File: config.mk
export PLATFORM = sky130hd
export DESIGN_NAME = mix_columns_seq
export DESIGN_NICKNAME = d
export VERILOG_FILES = /design/src/rtl/aes_pkg.sv /design/src/rtl/mix_column_word.sv /design/src/rtl/mix_columns_seq.sv
export SDC_FILE = /design/constraint.sdc
export NUM_CORES = 1
export LEC_CHECK = 0
export CAP_MARGIN = 20
export CORE_ASPECT_RATIO = 1.4
export CORE_MARGIN = 3
export CORE_UTILIZATION = 34
export DETAILED_ROUTE_END_ITERATION = 12
export PLACE_DENSITY = 0.68
export SYNTH_ARGS = -nofsm -noshare
export SYNTH_HDL_FRONTEND = slang
export SYNTH_SLANG_ARGS = --single-unit
File: constraint.sdc
create_clock -name clk -period 3.2 [get_ports clk]
set_input_delay 0.64 -clock clk [delete_from_list [all_inputs] [get_ports clk]]
set_output_delay 0.64 -clock clk [all_outputs]
set_load 0.05 [all_outputs]
File: src/rtl/aes_pkg.sv
// Shared AES definitions: state/column widths, GF(2^8) xtime and the
// MixColumns engine FSM encoding.
package aes_pkg;

    localparam int STATE_W = 128;
    localparam int COL_W   = 32;

    typedef enum logic [1:0] {
        IDLE = 2'd0,
        BUSY = 2'd1,
        DONE = 2'd2
    } mc_state_e;

    function automatic logic [7:0] xtime(input logic [7:0] x);
        return {x[6:0], 1'b0} ^ (x[7] ? 8'h1b : 8'h00);
    endfunction

endpackage

File: src/rtl/mix_column_word.sv
// Forward MixColumns on one 32-bit column; row 0 byte sits in bits [31:24].
module mix_column_word
    import aes_pkg::*;
(
    input  logic [COL_W-1:0] col_in,
    output logic [COL_W-1:0] col_out
);

    logic [7:0] a0, a1, a2, a3;
    logic [7:0] x0, x1, x2, x3;

    assign {a0, a1, a2, a3} = col_in;

    assign x0 = xtime(a0);
    assign x1 = xtime(a1);
    assign x2 = xtime(a2);
    assign x3 = xtime(a3);

    // 3*a is folded in as xtime(a)^a
    assign col_out[31:24] = x0 ^ x1 ^ a1 ^ a2 ^ a3;
    assign col_out[23:16] = a0 ^ x1 ^ x2 ^ a2 ^ a3;
    assign col_out[15:8]  = a0 ^ a1 ^ x2 ^ x3 ^ a3;
    assign col_out[7:0]   = x0 ^ a0 ^ a1 ^ a2 ^ x3;

endmodule

File: src/rtl/mix_columns_seq.sv
// Iterative forward MixColumns: transforms COLS_PER_CYCLE columns of the
// held state per clock, with valid/ready on both sides.
module mix_columns_seq
    import aes_pkg::*;
#(
    parameter int COLS_PER_CYCLE = 1
) (
    input  logic               clk,
    input  logic               rst_n,
    input  logic               in_valid,
    output logic               in_ready,
    input  logic [STATE_W-1:0] state_in,
    output logic               out_valid,
    input  logic               out_ready,
    output logic [STATE_W-1:0] state_out
);

    if (COLS_PER_CYCLE != 1 && COLS_PER_CYCLE != 2 &&
        COLS_PER_CYCLE != 4) begin : g_bad_cols
        $error("mix_columns_seq: COLS_PER_CYCLE must be 1, 2 or 4");
    end

    localparam logic [1:0] CNT_STEP = 2'(COLS_PER_CYCLE);
    localparam logic [1:0] LAST_GRP = 2'(4 - COLS_PER_CYCLE);

    mc_state_e          fsm_q, fsm_d;
    logic [1:0]         col_cnt_q, col_cnt_d;
    logic [STATE_W-1:0] data_q, data_d;

    logic [1:0]       col_idx [COLS_PER_CYCLE];
    logic [COL_W-1:0] col_in  [COLS_PER_CYCLE];
    logic [COL_W-1:0] col_out [COLS_PER_CYCLE];

    for (genvar k = 0; k < COLS_PER_CYCLE; k++) begin : g_col
        assign col_idx[k] = col_cnt_q + 2'(k);
        assign col_in[k]  = data_q[col_idx[k]*COL_W +: COL_W];

        mix_column_word u_word (
            .col_in  (col_in[k]),
            .col_out (col_out[k])
        );
    end

    always_comb begin
        fsm_d     = fsm_q;
        col_cnt_d = col_cnt_q;
        data_d    = data_q;
        unique case (fsm_q)
            IDLE: begin
                if (in_valid) begin
                    fsm_d     = BUSY;
                    data_d    = state_in;
                    col_cnt_d = '0;
                end
            end
            BUSY: begin
                for (int k = 0; k < COLS_PER_CYCLE; k++) begin
                    data_d[col_idx[k]*COL_W +: COL_W] = col_out[k];
                end
                col_cnt_d = col_cnt_q + CNT_STEP;
                if (col_cnt_q == LAST_GRP) fsm_d = DONE;
            end
            DONE: begin
                // back-to-back: reload in the same cycle the result leaves
                if (out_ready) begin
                    if (in_valid) begin
                        fsm_d     = BUSY;
                        data_d    = state_in;
                        col_cnt_d = '0;
                    end else begin
                        fsm_d = IDLE;
                    end
                end
            end
            default: fsm_d = IDLE;
        endcase
    end

    always_ff @(posedge clk or negedge rst_n) begin
        if (!rst_n) begin
            fsm_q     <= IDLE;
            col_cnt_q <= '0;
            data_q    <= '0;
        end else begin
            fsm_q     <= fsm_d;
            col_cnt_q <= col_cnt_d;
            data_q    <= data_d;
        end
    end

    assign in_ready  = (fsm_q == IDLE) | ((fsm_q == DONE) & out_ready);
    assign out_valid = (fsm_q == DONE);
    assign state_out = out_valid ? data_q : '0;

endmodule

### After elaboration in Yosys (flattened, before gate mapping)

Index checks and enable logic that the tools add are counted.

| cells by class | value |
|---|---|
| $mul | 0 |
| shift operators | 3 |
| equality and inequality tests | 6 |
| divide/modulo/power cells | 0 |
| add/sub/neg operators | 2 |
| mux-type cells | 17 |
| bitwise gates (word level) | 22 |
| order comparisons | 0 |
| reduce and logical (&&, ||, !) cells | 4 |

Operators with widths:

| kind | number |
|---|---|
| 128-bit 2-to-1 mux | 3 |
| 128-bit case mux with 3 select lines | 1 |
| 8-bit XOR | 20 |
| 128-bit bitwise mux | 1 |
| 32-bit by 34-bit variable shift with 128-bit output (first input constant) | 1 |
| 128-bit by 8-bit indexed part select with 32-bit output | 1 |
| 32-bit by 34-bit indexed part select with 128-bit output | 1 |
| 7-bit negator with 34-bit output | 1 |
| 5-bit 2-to-1 mux | 4 |
| 2-bit case mux with 3 select lines | 2 |
| 2-bit 2-to-1 mux | 5 |
| 2-bit equality test (second input constant) | 2 |
| 2-bit inequality test (second input constant) | 2 |
| 3-bit AND reduction | 1 |
| 3-bit nonzero test | 1 |
| 2-bit by 1-bit adder with 2-bit output (second input constant) | 1 |
| 2-bit by 1-bit equality test with 1-bit output (second input constant) | 1 |
| 2-bit zero test | 1 |
| 2-bit by 1-bit inequality test with 1-bit output (second input constant) | 1 |
| 2-bit AND reduction | 1 |
| 1-bit bitwise AND | 1 |
| 1-bit 2-to-1 mux | 1 |
| 1-bit bitwise OR | 1 |

| storage, ports and cells | value |
|---|---|
| ROM bits | 0 |
| memories kept | 0 |
| input port bits | 132 |
| output and inout port bits | 130 |
| RAM bits | 0 |
| logic and storage cells | 57 |
| bits in latches | 0 |
| register bits | 132 |

### Depth between registers and ports, before layout

Gate-level depths: netlist of run 1.

| logic depth | value |
|---|---|
| depth after elaboration | 10 |
| mapped depth | 10 |
| depth with buffers taken out | 6 |

### Modules after synthesis

A second synthesis of run 1 with hierarchy kept.

| unflattened totals | value |
|---|---|
| cell total of the unflattened synthesis | 885 |
| area, all modules | 10771.6 um^2 |

Modules (own cells, without submodules):

| module | seq. area each (um^2) | instances | area each (um^2) | cells each |
|---|---|---|---|---|
| mix_columns_seq | 3303.2 | 1 | 9446.6 | 800 |
| mix_column_word | 0.0 | 1 | 1325.0 | 85 |

### Least setup slack after synthesis of run 1

Ideal clock, no wire load.

| timing path | value |
|---|---|
| path kind | flip-flop to output port |
| from | register fsm_q[0] |
| to | output state_out[119] |
| stages on the path, launching flop included | 5 |
| buffers on the path | 2 |
| data required time | 2.560 ns |
| data arrival time | 1.886 ns |
| path slack | 0.674 ns |
| cell sequence | dfrtp_1 > clkbuf_1 > nor2b_1 > clkbuf_1 > and2_1 |

| between the ends | value |
|---|---|
| cells in the longest elaborated chain, start to end | 2 |

RTL lines:

| what | line | RTL |
|---|---|---|
| start: declaration | mix_columns_seq.sv:26 | `mc_state_e fsm_q, fsm_d;` |
| start signal: assignment | mix_columns_seq.sv:85 | `fsm_q <= fsm_d;` |
| 2-bit equality test | mix_columns_seq.sv:92 | `assign out_valid = (fsm_q == DONE);` |
| via out_valid | mix_columns_seq.sv:13 | `output logic out_valid,` |
| 128-bit 2-to-1 mux | mix_columns_seq.sv:93 | `assign state_out = out_valid ? data_q : '0;` |
| end: declaration | mix_columns_seq.sv:15 | `output logic [STATE_W-1:0] state_out` |

The timed path passes the listed nets, and every way through them passes these cells.

### Worst setup path after layout of run 1

| timing path | value |
|---|---|
| from | register fsm_q[1] |
| to | output state_out[107] |

| between the ends | value |
|---|---|
| cells in the longest elaborated chain, start to end | 2 |

RTL lines:

| what | line |
|---|---|
| 2-bit equality test | mix_columns_seq.sv:92 |
| 128-bit 2-to-1 mux | mix_columns_seq.sv:93 |

No other way between the ends.

==> flow_metrics.env, run 1 <==
export IMPL_status="finished, final reports clean"
export IMPL_max_stage_delay_ps=740
export IMPL_io_buffers=261
export IMPL_seq_area_um2=3300
export IMPL_synth_seq_cells=132
export IMPL_postCtsSetupBuffers=0
export IMPL_cp_endpoint="state_out[107]"
export IMPL_worstPathArrival_ps=2310
export IMPL_layout_drive_gt1_share=0.217
export IMPL_mostFrequentLayoutCell="buf_12"
export IMPL_core_um2=24800
export IMPL_multi_input_area_um2=5070
export IMPL_via_per_inst=5.79
export IMPL_die_y_um=195
export IMPL_drt_pass1_iterations=5
export IMPL_die_w_um=141
export IMPL_rr_endpoint="data_q[40]"
export IMPL_cp_num_cells=4
export IMPL_crit_buf_inv=2
export IMPL_end_kind="output pin"
export IMPL_post_route_period_util=0.921
export IMPL_track_usage=0.251
export IMPL_cts_tree="yes"
export IMPL_cts_max_level=4
export IMPL_r2r_start="col_cnt_q[0]"
export IMPL_clock_tree_root_cell="clkbuf_16"
export IMPL_hold_class="primary input to async pin"
export IMPL_max_cap_viol_count=0
export IMPL_place_congestion=0.909
export IMPL_clk_pin_slew_ps=60
export IMPL_yosysWarnings=0
export IMPL_synthCells=868
export IMPL_grt_max_degree=131
export IMPL_tightest_slew_ps=1130
export IMPL_drc=0
export IMPL_syn_avg_cell_area_um2=9.97
export IMPL_fin_skew_ps=10.6
export IMPL_post_cts_resized=0
export IMPL_cp_top_family="flip-flops"
export IMPL_crit_type="register to output pin"
export IMPL_drt_wl_total_mm=34.9
export IMPL_syn_to_final_growth_pct=57.3
export IMPL_final_cell_mix="buf_12 (134), dfrtp_1 (131), a21oi_1 (130), nor2_1 (130), clkdlybuf4s50_1 (130)"
export IMPL_worstPathRequired_ps=2560
export IMPL_die_area_um2=27400
export IMPL_start_kind="register"
export IMPL_ys_types=33
export IMPL_hold_violations=0
export IMPL_ant_nets=0
export IMPL_reg2reg_slack_ps=530
export IMPL_start_util=0.348
export IMPL_fin_hold_ws_ps=187
export IMPL_clock_sinks=132
export IMPL_slew_headroom=0.241
export IMPL_rows=68
export IMPL_grt_ovfl_total=0
export IMPL_cp_common_cell="buf_12"
export IMPL_nets=1236
export IMPL_final_area_um2=13600
export IMPL_clock_path_buffers=2
export IMPL_grt_pass1_vias=8476
export IMPL_postCtsHoldBufs=0
export IMPL_ys_seq_area_frac=0.382
export IMPL_io_pins=262
export IMPL_grt_setup_unrepaired="false"
export IMPL_period_needed_ps=2950
export IMPL_path_cells="nor2b_4 > buf_12 > and2_1 > buf_12"
export IMPL_setup_viol=0
export IMPL_postPlaceCellArea_um2=13000
export IMPL_grt_pass1_wl_mm=52.4
export IMPL_drtIter0Drc=790
export IMPL_fillers=2112
export IMPL_synth_nets=1004
export IMPL_wl_per_cell_um=24.3
export IMPL_numCtsBuffers=17
export IMPL_finalSetupTns_ps=0
export IMPL_crit_slowest_cell="dfrtp_1"
export IMPL_cp_max_fo=130
export IMPL_crit_start="fsm_q[1]"
export IMPL_vias=8303
export IMPL_rr_worst_depth=5
export IMPL_clkLatencyLatePin_ps=430
export IMPL_dp_hpwl_mm=25.1
export IMPL_antenna_found_initial=7
export IMPL_syn_area_um2=8660
export IMPL_drv_slew=0
export IMPL_fmax_mhz=339
## kinds of logic (layout without fill, tap and decap cells)
logic type / count (synthesis) / count (layout) / synth area share
flops: 132 / 132 / 0.382
xor+xnor: 74 / 74 / 0.152
mux: 36 / 36 / 0.0879
compound gates: 270 / 270 / 0.176
other cells: 0 / 8 / 0
simple gates: 271 / 271 / 0.156
buf+inv: 81 / 325 / 0.0400
fa+ha+maj: 4 / 4 / 0.00578
## state kept, by name, indices dropped and copies added (netlist names)
name and flops:
data_q 128, col_cnt_q 2, fsm_q 2
## cell type report
class,count,area share
multi-input combinational,655,0.372
timing repair buffer,290,0.307
sequential,132,0.243
clock buffer,19,0.0333
tap,315,0.0289
clock inverter,12,0.0131
antenna,8,0.00147
inverter,4,0.00110
## synthesized netlist by cell type, drive strengths merged
cell type / number / area [µm²]
nand4: 1 / 6.26
nor2b: 1 / 6.26
nand3b: 1 / 7.51
a21oi: 130 / 651
o21ai: 6 / 30.0
nand2: 5 / 18.8
nor2: 130 / 488
xnor3: 37 / 833
and2: 128 / 801
nand3: 2 / 10.0
o21bai: 1 / 7.51
inv: 4 / 15.0
dfrtp: 132 / 3300
xor3: 6 / 143
mux4: 32 / 721
o22ai: 128 / 801
clkbuf: 69 / 259
ha: 4 / 50.1
xor2: 18 / 173
nor3: 2 / 10.0
buf: 8 / 72.6
nand2b: 1 / 6.26
a31o: 1 / 8.76
xnor2: 13 / 166
mux2i: 4 / 40.0
o21a: 4 / 30.0
## worst register-to-register path: cells and delay by family, from the launching register on
family | cells | cell delay, ps
flops | 1 | 410
compound gates | 1 | 220
mux | 1 | 690
xor+xnor | 2 | 1090
buf+inv | 1 | 200
## routing by layer
metal / vias up / part of all wire / track usage
li1: 3597 / - / -
met1: 4034 / 0.35 / 0.297
met2: 556 / 0.52 / 0.427
met3: 116 / 0.077 / 0.0470
met4: 0 / 0.053 / 0.135
met5: - / 0 / 0
## per-stage QoR
| step | util | instances | setup slack (ps) |
|---|---|---|---|
| floorplan | - | 868 | 674 |
| global placement | 0.522 | 1396 | 493 |
| detailed placement | 0.522 | 1396 | 483 |
| CTS | 0.547 | 1427 | 262 |
| global route | 0.548 | 1434 | 117 |
| finish | 0.548 | 1435 | 252 |
## worst min path at each step
stage / endpoint / slack [ps] / depth (start not counted)
after global placement: data_q[120] / 530 / 2
final: data_q[0] / 190 / 1
after detailed placement: data_q[120] / 550 / 2
after floorplan: col_cnt_q[0] / 340 / 0
after CTS: data_q[0] / 200 / 1
after global routing: data_q[0] / 230 / 1
Power of run 1 is left out: the tool's default activity adds up to more than one toggle a clock period on the data nets, which glitch-free logic cannot reach.
==> run 2: changes to the inputs <==
--- a/config.mk
+++ b/config.mk
@@ -5,9 +5,7 @@
 export SDC_FILE = /design/constraint.sdc
 export NUM_CORES = 1
 export LEC_CHECK = 0
-export CAP_MARGIN = 20
 export CORE_ASPECT_RATIO = 1.4
-export CORE_MARGIN = 3
 export CORE_UTILIZATION = 34
 export DETAILED_ROUTE_END_ITERATION = 12
 export PLACE_DENSITY = 0.68
==> run 2 against run 1 <==
Effect of this change: largest cell class unchanged; highest routed layer unchanged; via count down 1.9%; wire length fell by 3.8%; design area is 0.40% lower; sequential share of layout area increased by 0.096 points; critical path depth did not move; maximum frequency decreased by 3.1%; first-iteration DRC count down 17%; hold slack improved by 48 ps.
==> flow_metrics.env, run 2 (synthesis gave the netlist of run 1 again) <==
export IMPL_via_per_inst=5.68
export IMPL_clock_sinks=132
export IMPL_dp_hpwl_mm=24.1
export IMPL_post_cts_resized=0
export IMPL_place_congestion=0.892
export IMPL_grt_pass1_vias=8191
export IMPL_numCtsBuffers=17
export IMPL_status="finished, final reports clean"
export IMPL_fin_skew_ps=19.2
export IMPL_worstPathArrival_ps=2400
export IMPL_grt_setup_unrepaired="false"
export IMPL_tightest_slew_ps=1130
export IMPL_syn_to_final_growth_pct=56.7
export IMPL_cp_max_fo=68
export IMPL_pre_cts_slack_ps=493
export IMPL_fmax_mhz=329
export IMPL_period_needed_ps=3040
export IMPL_die_w_um=137
export IMPL_max_cap_viol_count=0
export IMPL_reg_top3="data_q x128, col_cnt_q x2, fsm_q x2"
export IMPL_post_route_period_util=0.951
export IMPL_layout_drive_gt1_share=0.215
export IMPL_final_cell_mix="buf_12 (132), dfrtp_1 (131), a21oi_1 (130), nor2_1 (130), clkdlybuf4s50_1 (130)"
export IMPL_final_area_um2=13600
export IMPL_core_um2=24800
export IMPL_track_usage=0.263
export IMPL_drt_wl_total_mm=33.6
export IMPL_grt_ovfl_total=0
export IMPL_postCtsHoldBufs=0
export IMPL_end_kind="output pin"
export IMPL_clkLatencyLatePin_ps=430
export IMPL_grt_max_degree=80
export IMPL_antenna_found_initial=6
export IMPL_drc=0
export IMPL_finalSetupTns_ps=0
export IMPL_slew_headroom=0.246
export IMPL_crit_type="register to output pin"
export IMPL_cts_tree="yes"
export IMPL_mostFrequentLayoutCell="buf_12"
export IMPL_setup_slack_ps=157
export IMPL_clock_path_buffers=2
export IMPL_postPlaceCellArea_um2=12900
export IMPL_rows=68
export IMPL_clk_pin_slew_ps=70
export IMPL_clock_tree_root_cell="clkbuf_16"
export IMPL_cts_max_level=4
export IMPL_grt_pass1_wl_mm=50.3
export IMPL_drv_slew=0
export IMPL_die_y_um=191
export IMPL_die_area_um2=26100
export IMPL_start_kind="register"
export IMPL_hold_class="primary input to async pin"
export IMPL_nets=1234
export IMPL_setup_viol=0
export IMPL_wl_per_cell_um=23.4
export IMPL_worstPathRequired_ps=2560
export IMPL_io_buffers=261
export IMPL_postCtsSetupBuffers=0
export IMPL_hold_violations=0
export IMPL_start_util=0.348
export IMPL_vias=8142
export IMPL_largest_register="data_q"
export IMPL_ant_nets=0
export IMPL_finish_utilization=0.546
export IMPL_io_pins=262
export IMPL_drt_pass1_iterations=5
export IMPL_drtIter0Drc=654
export IMPL_largest_reg_flops=128
run 2: cell count changes in the layout (fill, tap and decap cells not counted):
| cell | previous run | this run |
|---|---|---|
| clkinv_2 | 3 | 2 |
| clkbuf_8 | 2 | 0 |
| inv_6 | 1 | 5 |
| clkinvlp_4 | 0 | 1 |
| clkinv_4 | 4 | 2 |
| buf_12 | 134 | 132 |
| o21ai_2 | 0 | 1 |
| o21ai_4 | 4 | 3 |
| diode_2 | 8 | 7 |
| clkbuf_1 | 0 | 1 |
run 2: cell type report:
class                   instances  area, µm²
repair buffers                288       4140
inverters                       4       15.0
diodes                          7       17.5
clock inverters                14        199
multi-input cells             655       5060
flip-flops and latches        132       3300
clock buffers                  18        429
well taps                     315        394
fillers                      2098      11300
run 2: final timing paths:
path	startpoint	endpoint	slack, ps	cells after the start
max	fsm_q[1]	state_out[15]	160	4
min	rst_n	data_q[64]	230	1
max reg2reg	col_cnt_q[0]	data_q[39]	540	5
min reg2reg	data_q[20]	data_q[20]	560	2
max in group asynchronous	rst_n	data_q[70]	2120	2
min in group clk	data_q[20]	data_q[20]	560	2
run 2: per-layer routing:
layer  wire length (µm)  track usage  vias up  share of wire
li1                   -            -     3584              -
met4               1880        0.164        0          0.056
met5                  0            0        -              0
met1              12300        0.315     3981           0.37
met2              17300        0.440      478           0.51
met3               2140       0.0396       99          0.064
run 2: per-stage QoR:
step	hold WS, ps	instances
global route	304	1432
CTS	288	1426
global placement	536	1394
finish	235	1433
detailed placement	552	1394
floorplan	344	868
run 2: critical path, cell delays in order, from the launching register on:
cell	delay [ps]
dfrtp_1	700
nor2b_4	260
buf_4	500
and2_1	310
buf_12	160
Power of run 2 is left out for the same reason.
